`src/rtl/log_taylor_npp_if.sv`:
```
// Operand/result bundle for the natural-log unit.
// Latency: n/a (wiring only).
// Backpressure: oReady from the slave gates iDataValid from the master.
interface log_taylor_npp_if;
  logic [15:0] iData;
  logic        iDataValid;
  logic        oReady;
  logic [11:0] oData;
  logic        oDataValid;

  modport master (
    output iData,
    output iDataValid,
    input  oReady,
    input  oData,
    input  oDataValid
  );

  modport slave (
    input  iData,
    input  iDataValid,
    output oReady,
    output oData,
    output oDataValid
  );
endinterface

```
`src/rtl/log_taylor_npp.sv`:
```
// Natural-log unit: unsigned Q8.8 operand in, signed Q3.8 ln(x) out, one shared 17x17 multiplier.
// Latency: result pulse on the (2*TERMS+2)th edge after the accepting edge; one operand in flight.
// Backpressure: oReady low while busy; iDataValid is ignored (not queued) when oReady=0.
module log_taylor_npp #(
  parameter int TERMS = 5
) (
  input  logic            clk,
  input  logic            rst,
  log_taylor_npp_if.slave io
);

  typedef enum logic [2:0] {
    S_IDLE  = 3'd0,
    S_NORM  = 3'd1,
    S_MUL   = 3'd2,
    S_ACC   = 3'd3,
    S_SCALE = 3'd4
  } state_t;

  // 1.0 in the Q1.15 power register (needs the 17th bit, hence 17-bit pow/f).
  localparam logic signed [16:0] ONE_Q15 = 17'sh08000;
  // ln(2) in Q0.16, widened to the scaling datapath width.
  localparam logic signed [25:0] LN2_Q16 = 26'sd45426;
  localparam logic signed [25:0] HALF_LSB = 26'sd128;
  localparam logic signed [25:0] SAT_MAX  = 26'sd2047;
  localparam logic signed [25:0] SAT_MIN  = -26'sd2048;

  // 1/n in Q0.16. 1/1 does not fit Q0.16, so it saturates to 0xFFFF;
  // the resulting error is below one Q0.16 LSB of the first term.
  function automatic logic signed [16:0] recip(input logic [3:0] n);
    logic signed [16:0] r;
    case (n)
      4'd1:    r = 17'sd65535;
      4'd2:    r = 17'sd32768;
      4'd3:    r = 17'sd21845;
      4'd4:    r = 17'sd16384;
      4'd5:    r = 17'sd13107;
      4'd6:    r = 17'sd10923;
      4'd7:    r = 17'sd9362;
      default: r = 17'sd0;
    endcase
    return r;
  endfunction

  // Control and datapath registers.
  state_t             state_q, state_d;
  logic [15:0]        op_q, op_d;
  logic               zero_q, zero_d;
  logic signed [4:0]  k_q, k_d;
  logic signed [16:0] f_q, f_d;
  logic signed [16:0] pow_q, pow_d;
  logic signed [20:0] acc_q, acc_d;
  logic [3:0]         n_q, n_d;
  logic [11:0]        data_q, data_d;
  logic               vld_q, vld_d;
  logic               rdy_q, rdy_d;

  // Combinational datapath nets.
  logic               accept;
  logic [3:0]         lead;
  logic [15:0]        norm;
  logic signed [4:0]  k_norm;
  logic signed [16:0] f_norm;
  logic signed [16:0] mul_b;
  logic signed [33:0] prod;
  logic signed [20:0] term;
  logic signed [25:0] acc_ext;
  logic signed [25:0] k_ext;
  logic signed [25:0] r_sum;
  logic signed [25:0] r_rnd;
  logic [11:0]        r_sat;
  logic               unused_prod_lsbs;

  // Only the idle state with oReady high takes a new operand.
  assign accept = (state_q == S_IDLE) && rdy_q && io.iDataValid;

  // Normalise the operand to m*2^k with m in [0.75,1.5); f = m-1 in Q1.15.
  always_comb begin
    lead = 4'd0;
    for (int i = 0; i < 16; i++) begin
      if (op_q[i]) lead = 4'(i);
    end
    norm   = op_q << (4'd15 - lead);
    k_norm = $signed({1'b0, lead}) - 5'sd8;
    f_norm = 17'sd0;
    if (op_q == 16'd0) begin
      // Zero has no logarithm; run the series on f=0 and override at SCALE.
      k_norm = 5'sd0;
      f_norm = 17'sd0;
    end else if (norm[14]) begin
      // m >= 1.5: halve m and bump the exponent to keep f small.
      k_norm = k_norm + 5'sd1;
      f_norm = $signed({2'b00, norm[15:1]}) - ONE_Q15;
    end else begin
      f_norm = $signed({1'b0, norm}) - ONE_Q15;
    end
  end

  // Single shared multiplier: pow*f in MUL, pow*(1/n) in ACC.
  assign mul_b = (state_q == S_ACC) ? recip(n_q) : f_q;
  assign prod  = pow_q * mul_b;
  assign term  = {{2{prod[33]}}, prod[33:15]};
  assign unused_prod_lsbs = ^prod[14:0];

  // Final scaling: add k*ln2, round half-up to Q3.8 and saturate to 12 bits.
  always_comb begin
    acc_ext = {{5{acc_q[20]}}, acc_q};
    k_ext   = {{21{k_q[4]}}, k_q};
    r_sum   = acc_ext + k_ext * LN2_Q16;
    r_rnd   = (r_sum + HALF_LSB) >>> 8;
    if (r_rnd > SAT_MAX) begin
      r_sat = 12'h7FF;
    end else if (r_rnd < SAT_MIN) begin
      r_sat = 12'h800;
    end else begin
      r_sat = r_rnd[11:0];
    end
  end

  // FSM state register.
  always_ff @(posedge clk or posedge rst) begin
    if (rst) begin
      state_q <= S_IDLE;
    end else begin
      state_q <= state_d;
    end
  end

  // FSM next-state: IDLE -> NORM -> {MUL,ACC} x TERMS -> SCALE -> IDLE.
  always_comb begin
    state_d = state_q;
    case (state_q)
      S_IDLE:  if (accept) state_d = S_NORM;
      S_NORM:  state_d = S_MUL;
      S_MUL:   state_d = S_ACC;
      S_ACC:   state_d = (n_q < 4'(TERMS)) ? S_MUL : S_SCALE;
      S_SCALE: state_d = S_IDLE;
      default: state_d = S_IDLE;
    endcase
  end

  // FSM outputs: next values of the datapath and handshake registers.
  always_comb begin
    op_d   = op_q;
    zero_d = zero_q;
    k_d    = k_q;
    f_d    = f_q;
    pow_d  = pow_q;
    acc_d  = acc_q;
    n_d    = n_q;
    data_d = data_q;
    vld_d  = 1'b0;
    rdy_d  = rdy_q;
    case (state_q)
      S_IDLE: begin
        if (accept) begin
          op_d  = io.iData;
          rdy_d = 1'b0;
        end
      end
      S_NORM: begin
        zero_d = (op_q == 16'd0);
        k_d    = k_norm;
        f_d    = f_norm;
        pow_d  = ONE_Q15;
        acc_d  = 21'sd0;
        n_d    = 4'd1;
      end
      S_MUL: begin
        pow_d = prod[31:15];
      end
      S_ACC: begin
        // Alternating series: odd terms add, even terms subtract.
        acc_d = n_q[0] ? (acc_q + term) : (acc_q - term);
        n_d   = n_q + 4'd1;
      end
      S_SCALE: begin
        data_d = zero_q ? 12'h800 : r_sat;
        vld_d  = 1'b1;
        rdy_d  = 1'b1;
      end
      default: begin
        rdy_d = 1'b1;
      end
    endcase
  end

  // Datapath and handshake registers; reset aborts any operation in flight.
  always_ff @(posedge clk or posedge rst) begin
    if (rst) begin
      op_q   <= 16'd0;
      zero_q <= 1'b0;
      k_q    <= 5'sd0;
      f_q    <= 17'sd0;
      pow_q  <= 17'sd0;
      acc_q  <= 21'sd0;
      n_q    <= 4'd0;
      data_q <= 12'd0;
      vld_q  <= 1'b0;
      rdy_q  <= 1'b1;
    end else begin
      op_q   <= op_d;
      zero_q <= zero_d;
      k_q    <= k_d;
      f_q    <= f_d;
      pow_q  <= pow_d;
      acc_q  <= acc_d;
      n_q    <= n_d;
      data_q <= data_d;
      vld_q  <= vld_d;
      rdy_q  <= rdy_d;
    end
  end

  assign io.oReady    = rdy_q;
  assign io.oData     = data_q;
  assign io.oDataValid = vld_q;

endmodule

```
`src/flat_wrapper.sv`:
```
// flat-port wrapper written by rule: the top's interface ports become plain ports
module log_taylor_npp_flat 
#(
  parameter int TERMS = 5
)
  (clk, rst, io_iData, io_iDataValid, io_oReady, io_oData, io_oDataValid);
  log_taylor_npp_if io_i ();
  input  logic clk;
  input  logic rst;
  input wire logic [$bits(io_i.iData)-1:0] io_iData;
  input wire logic [$bits(io_i.iDataValid)-1:0] io_iDataValid;
  output wire logic [$bits(io_i.oReady)-1:0] io_oReady;
  output wire logic [$bits(io_i.oData)-1:0] io_oData;
  output wire logic [$bits(io_i.oDataValid)-1:0] io_oDataValid;
  assign io_i.iData = io_iData;
  assign io_i.iDataValid = io_iDataValid;
  assign io_oReady = io_i.oReady;
  assign io_oData = io_i.oData;
  assign io_oDataValid = io_i.oDataValid;
  log_taylor_npp #(.TERMS(TERMS)) u_core (.clk(clk), .rst(rst), .io(io_i));
endmodule
```
`config.mk`:
```
export PLATFORM = sky130hd
export DESIGN_NAME = log_taylor_npp_flat
export DESIGN_NICKNAME = d
export VERILOG_FILES = /design/src/rtl/log_taylor_npp_if.sv /design/src/rtl/log_taylor_npp.sv /design/src/flat_wrapper.sv
export SDC_FILE = /design/constraint.sdc
export NUM_CORES = 1
export LEC_CHECK = 0
export ABC_AREA = 1
export CAP_MARGIN = 20
export CELL_PAD_IN_SITES_DETAIL_PLACEMENT = 1
export CELL_PAD_IN_SITES_GLOBAL_PLACEMENT = 1
export CORE_ASPECT_RATIO = 0.5
export CORE_MARGIN = 2
export CORE_UTILIZATION = 49
export CTS_CLUSTER_SIZE = 14
export DETAILED_ROUTE_END_ITERATION = 8
export PLACE_DENSITY = 0.85
export SYNTH_ARGS = -nofsm -noshare
export SYNTH_HDL_FRONTEND = slang
export SYNTH_SLANG_ARGS = --single-unit
```
`constraint.sdc`:
```
create_clock -name clk -period 10.43 [get_ports clk]
set_clock_uncertainty 0.1 [all_clocks]
set_input_delay 3.129 -clock clk [delete_from_list [all_inputs] [get_ports clk]]
set_output_delay 3.129 -clock clk [all_outputs]
set_load 0.02 [all_outputs]
```
; After elaboration in Yosys (flattened, before gate mapping)
; Cells that the tools add are included.
[op_classes]
magnitude_cmp = 3
shift = 1
n_mul = 2
div_mod_pow = 0
mux = 34
n_eq_ne = 12
bitwise = 1
n_reduce_logical = 9
add_sub_neg = 10
[ops]
columns = cell, n
row1 = $pmux 16 s7, 1
row2 = $mux 4, 14
row3 = $mux 17, 3
row4 = $pmux 21 s2, 1
row5 = $mux 12, 3
row6 = $mul 17x17->34, 1
row7 = $pmux 17 s2, 1
row8 = $add 26x9->26 const B, 1
row9 = $add 21x22->23, 1
row10 = $add 21x19->21, 1
row11 = $mul 5x16->21 const B, 1
row12 = $mux 21, 1
row13 = $sub 21x19->21, 1
row14 = $gt 18x12->1 const B, 1
row15 = $lt 18x12->1 const B, 1
row16 = $sub 15x16->17 const B, 1
row17 = $sub 16x16->17 const B, 1
row18 = $eq 4x3->1 const B, 4
row19 = $logic_not 16->1, 1
row20 = $shl 16x4->16, 1
row21 = $pmux 3 s4, 1
row22 = $mux 5, 2
row23 = $eq 4x2->1 const B, 2
row24 = $pmux 4 s2, 1
row25 = 19 further kinds, 26
[word_totals]
ff_bits = 98
out_inout_bits = 14
romBits = 0
ramBits = 0
wordCells = 83
in_bits = 19
latchBits = 0
mem_count = 0

; Depth between registers and ports, before layout
[depth]
ltp_word = 20
ltp_mapped = 56
ltp_nobuf = 55

; Worst setup path before layout
; No wires, ideal clock.
[synth_path]
path_type = register to register
startpoint = reg u_core.n_q[0]
endpoint = reg u_core.acc_q[20]
setup_ps = 117
slack_ps = 1020
t_arrival_ps = 9193
stages_incl_launch_ff = 43
period_less_slack_ps = 9410
required_ps = 10213
path_buffers = 3
cell_sequence = dfrtp_1 -> clkbuf_1 -> clkinv_1 -> clkbuf_1 -> ha_1 -> nand2_1 -> nand2_1 -> o22ai_1 -> clkbuf_1 -> nor2_1 -> fa_1 -> inv_1 -> fa_1 -> fa_1 -> inv_1 -> fa_1 -> fa_1 -> inv_1 -> [... 7 more ...] -> xor2_2 -> ha_1 -> nand2_1 -> nor2_1 -> a21oi_1 -> xor2_1 -> inv_1 -> ha_1 -> nand2_1 -> nor4_1 -> a21oi_1 -> o21ai_0 -> a21boi_0 -> o21ai_0 -> xor2_1 -> nand3_1 -> nand3_1 -> nand2_1
[synth_between]
elab_chain_cells = 7
elab_cells_between_ends = 14
classes_between = 2 x add/sub / 1 x mul / 7 x eq/ne / 4 x mux
[synth_rtl]
columns = item, line_no
row1 = "start, declared", log_taylor_npp.sv:53  ; logic [3:0] n_q, n_d;
row2 = "start signal, assigned", log_taylor_npp.sv:208  ; n_q <= n_d;
row3 = "$eq 4x3->1, or another cell as far along", log_taylor_npp.sv:32  ; case (n)
row4 = $pmux 16 s7, log_taylor_npp.sv:32
row5 = $mux 17, log_taylor_npp.sv:100  ; assign mul_b = (state_q == S_ACC) ? recip(n_q) : f_q;
row6 = $mul 17x17->34, log_taylor_npp.sv:101  ; assign prod = pow_q * mul_b;
row7 = $sub 21x19->21 / $add 21x19->21 (equally long branches), log_taylor_npp.sv:174  ; acc_d = n_q[0] ? (acc_q + term) : (acc_q - term);
row8 = $mux 21 *, log_taylor_npp.sv:174
row9 = $pmux 21 s2 *, log_taylor_npp.sv:154  ; case (state_q)
row10 = "end signal, assigned", log_taylor_npp.sv:196  ; acc_q <= 21'sd0;
row11 = "end signal, assigned", log_taylor_npp.sv:207  ; acc_q <= acc_d;
row12 = "end, declared", log_taylor_npp.sv:52  ; logic signed [20:0] acc_q, acc_d;
; Every way passes the cells marked *; elsewhere a longest branch is shown, timed or not.
; A chain may end at the register's enable or synchronous reset.

; Worst setup path in the final report
[layout_path]
startpoint = reg u_core.n_q[1]
endpoint = reg u_core.acc_q[19]
[layout_between]
elab_chain_cells = 7
elab_cells_between_ends = 14
classes_between = 2 x add/sub / 1 x mul / 7 x eq/ne / 4 x mux
[layout_rtl]
columns = item, line_no
row1 = "$eq 4x3->1, or another cell as far along", log_taylor_npp.sv:32
row2 = $pmux 16 s7 *, log_taylor_npp.sv:32
row3 = $mux 17 *, log_taylor_npp.sv:100
row4 = $mul 17x17->34 *, log_taylor_npp.sv:101
row5 = $sub 21x19->21 / $add 21x19->21 (equally long branches), log_taylor_npp.sv:174
row6 = $mux 21 *, log_taylor_npp.sv:174
row7 = $pmux 21 s2 *, log_taylor_npp.sv:154
; Marked as above.

==> out/summary.txt <==
Syn Area/Cell - 7.26 um^2
Die Footprint - 43400 um^2
proportion of register bits with asynchronous set or reset after synthesis - 100%
Hold Vio Cnt, Final - 0
average via count per standard cell - 5.57
post-synthesis cell type count - 48
clock buffers created by TritonCTS - 9
Final min period - 10070 ps
most frequent standard cell in the layout excluding fill and tap cells - sky130_fd_sc_hd__inv_1
final hold slack - 396 ps
number of clock sinks - 97
Crit path arrival time - 10220 ps
aggregate global routing overflow - 0
family of cells with the greatest summed delay on the critical path - adder cells
Area Overhead vs Synth - 7.10%
routability cong. - 0.963
final critical-path share of the clock period - 96.5%
top cell type by total area after synthesis - sky130_fd_sc_hd__fa_1
Placement Rows - 52
violation count after the first detailed-route iteration - 1170
layout cells sized above 1 - 5.46%
mean routed wirelength per cell - 20.6 um
Peak Freq - 99.3 MHz
worst min path class - reg2reg
Layout Utilization - 53.7%
Primary FF master, synth - sky130_fd_sc_hd__dfrtp_1
post-synthesis net count - 3296
leading cell types in the layout, fill and taps excluded - sky130_fd_sc_hd__inv_1 (620), sky130_fd_sc_hd__nand2_1 (592), sky130_fd_sc_hd__nor2_1 (331)
core area - 40700 um^2
number of pins with negative max-slew slack in the final report - 0
synthesized cell area - 20400 um^2
clock root buffer master - sky130_fd_sc_hd__clkbuf_16
wire length of the first global-routing pass - 112000 um
number of antenna-violating nets in the routed design - 0
die height - 148 um
initial standard-cell utilization of the core - 50.1%
CTS max path bufs - 2
Final HPWL DP - 58000 um
total detailed-routing wirelength - 69800 um
gate count after technology mapping - 2811
CP max stage delay - 640 ps
horizontal die dimension - 293 um
layout net count - 3320
cell seen most often among critical-path stages - sky130_fd_sc_hd__nand2_1
vias in the first global route - 20500
clock-pin slew reported for the worst setup and hold paths after clock tree synthesis - 80 ps
portion of the post-synthesis area used by sequential elements - 11.9%
Crit path required time - 10580 ps
share of the synthesized area in the top cell type - 29.9%
count of buffers inserted at the top-level ports - 32
number of detailed-route iterations in the first pass - 5
global-route usage over all layers - 33.3%
number of placed I/O pins - 33
slowest stage cell, crit path - sky130_fd_sc_hd__fa_2
clock tree from TritonCTS - yes
via count of the routed design - 18800
Post-synth EDFFs - 0
main area contributors after synthesis - sky130_fd_sc_hd__fa_1 (30%), sky130_fd_sc_hd__dfrtp_1 (12%), sky130_fd_sc_hd__inv_1 (12%)
clock latency at the later pin of the worst-skew pair - 370 ps
maximum fanout encountered on the critical timing path - 5
#FFs+latches synth - 97
CP bufs+invs - 8
final number of setup-violating endpoints - 0
pin count of the biggest net entering global routing - 71
deepest level of the CTS H-tree - 3
max-capacitance violation count - 0
fill cell instance count of the final layout - 5271
yosys warns - 0
DRC violation count after routing - 0
initial antenna violation count - 0
pin slew with the least headroom to its limit - 1110 ps
CP endpoint kind - register
startpoint class of the critical path - register
critical setup path kind - reg2reg
Relative slew margins - 26.3%
result of the run - complete, no violations
## timing repair
item / CTS / global route
resized for setup: 0 / 25
hold buffers: 0 / 0
endpoints found under the setup margin: 0 / 7
buffers inserted: 0 / 9
## stage by stage
stage | TNS [ps] | cells | worst slack (ps) | cell area (um^2)
after floorplan | 0 | 2811 | 1020 | 20400
after global placement | 0 | 3354 | 344 | 21400
after detailed placement | 0 | 3354 | 71.4 | 21400
after CTS | 0 | 3370 | 37.6 | 21700
after global routing | -308 | 3380 | -144 | 21900
final | 0 | 3381 | 363 | 21900
## worst paths after layout
check	startpoint	endpoint	slack [ps]	cells past startpoint
max in group asynchronous	rst	u_core.n_q[0]	5860	3
setup reg to reg	u_core.n_q[1]	u_core.acc_q[19]	360	44
setup / recovery	u_core.n_q[1]	u_core.acc_q[19]	360	44
hold / removal	u_core.io.oData[0]	u_core.io.oData[0]	400	2
min in group asynchronous	rst	u_core.f_q[11]	3000	2
hold reg to reg	u_core.io.oData[0]	u_core.io.oData[0]	400	2
## layer usage
metal / global-route usage [%] / wire (um)
met5: 0 / 0
met4: 11.8 / 2430
met3: 5.26 / 4700
met2: 55.4 / 32600
met1: 44.5 / 30100
## area by class of cell
cell class | instances | area, um^2 | share of cell area [%]
Timing Repair Buffer | 81 | 704 | 3.22
Tap cell | 540 | 676 | 3.09
Antenna cell | 1 | 2.50 | 0.0114
Clock buffer | 9 | 225 | 1.03
Inverter | 638 | 2410 | 11.0
Sequential cell | 97 | 2430 | 11.1
Clock inverter | 7 | 73.8 | 0.338
Multi-Input combinational cell | 2008 | 15300 | 70.2
## worst register-to-register path, delay by kind of cell, from the launching register on
kind,cells,cell delay [ps]
XOR/XNOR,1,150
AND/OR/NAND/NOR,19,2750
buffers and inverters,8,820
adder cells (fa/ha/maj),9,4420
AO/OA/AOI/OAI,7,1310
flip-flops,1,420
## registers in the layout, indices dropped and copies added, names as in the netlist
signal                count
u_core.acc_q             21
u_core.pow_q             17
u_core.f_q               16
u_core.op_q              16
u_core.io.oData          12
u_core.k_q                5
u_core.n_q                4
u_core.state_q            3
u_core.io.oDataValid      1
u_core.io.oReady          1
u_core.zero_q             1
## Yosys cell counts (2+ instances only)
| cell | n |
|---|---|
| sky130_fd_sc_hd__o21bai_1 | 9 |
| sky130_fd_sc_hd__inv_1 | 627 |
| sky130_fd_sc_hd__a22o_1 | 2 |
| sky130_fd_sc_hd__a32o_1 | 5 |
| sky130_fd_sc_hd__clkbuf_1 | 55 |
| sky130_fd_sc_hd__buf_2 | 6 |
| sky130_fd_sc_hd__nor2_1 | 334 |
| sky130_fd_sc_hd__o21a_1 | 5 |
| sky130_fd_sc_hd__nand2_2 | 17 |
| sky130_fd_sc_hd__xor2_1 | 40 |
| sky130_fd_sc_hd__nand2_4 | 3 |
| sky130_fd_sc_hd__or2_2 | 13 |
| sky130_fd_sc_hd__nand4_1 | 29 |
| sky130_fd_sc_hd__nand3b_1 | 4 |
| sky130_fd_sc_hd__nor2_2 | 15 |
| sky130_fd_sc_hd__nor4_1 | 6 |
| sky130_fd_sc_hd__a21boi_0 | 3 |
| sky130_fd_sc_hd__o21ai_0 | 89 |
| sky130_fd_sc_hd__nor3_2 | 3 |
| sky130_fd_sc_hd__o21ai_2 | 2 |
| sky130_fd_sc_hd__buf_6 | 4 |
| sky130_fd_sc_hd__o21ai_1 | 13 |
| sky130_fd_sc_hd__fa_1 | 305 |
| sky130_fd_sc_hd__nor3_1 | 15 |
| sky130_fd_sc_hd__xnor2_1 | 23 |
| sky130_fd_sc_hd__and3_1 | 2 |
| sky130_fd_sc_hd__buf_1 | 3 |
| sky130_fd_sc_hd__o22ai_1 | 18 |
| sky130_fd_sc_hd__nand2_1 | 593 |
| sky130_fd_sc_hd__o211ai_1 | 6 |
| sky130_fd_sc_hd__xor2_2 | 3 |
| sky130_fd_sc_hd__ha_1 | 161 |
| sky130_fd_sc_hd__nand3_2 | 5 |
| sky130_fd_sc_hd__a21oi_1 | 114 |
| sky130_fd_sc_hd__nand3_1 | 162 |
| sky130_fd_sc_hd__clkinv_1 | 10 |
| sky130_fd_sc_hd__dfrtp_1 | 96 |
## logic make-up after synthesis
group,count (synthesis),synth area share [%]
XOR/XNOR,67,3.08
buffers and inverters,707,13.2
flip-flops,97,11.9
adder cells (fa/ha/maj),466,39.8
AO/OA/AOI/OAI,271,7.35
AND/OR/NAND/NOR,1203,24.7
Power is left out: the tool's default activity adds up to more than one toggle a clock period on the data nets, which glitch-free logic cannot reach.
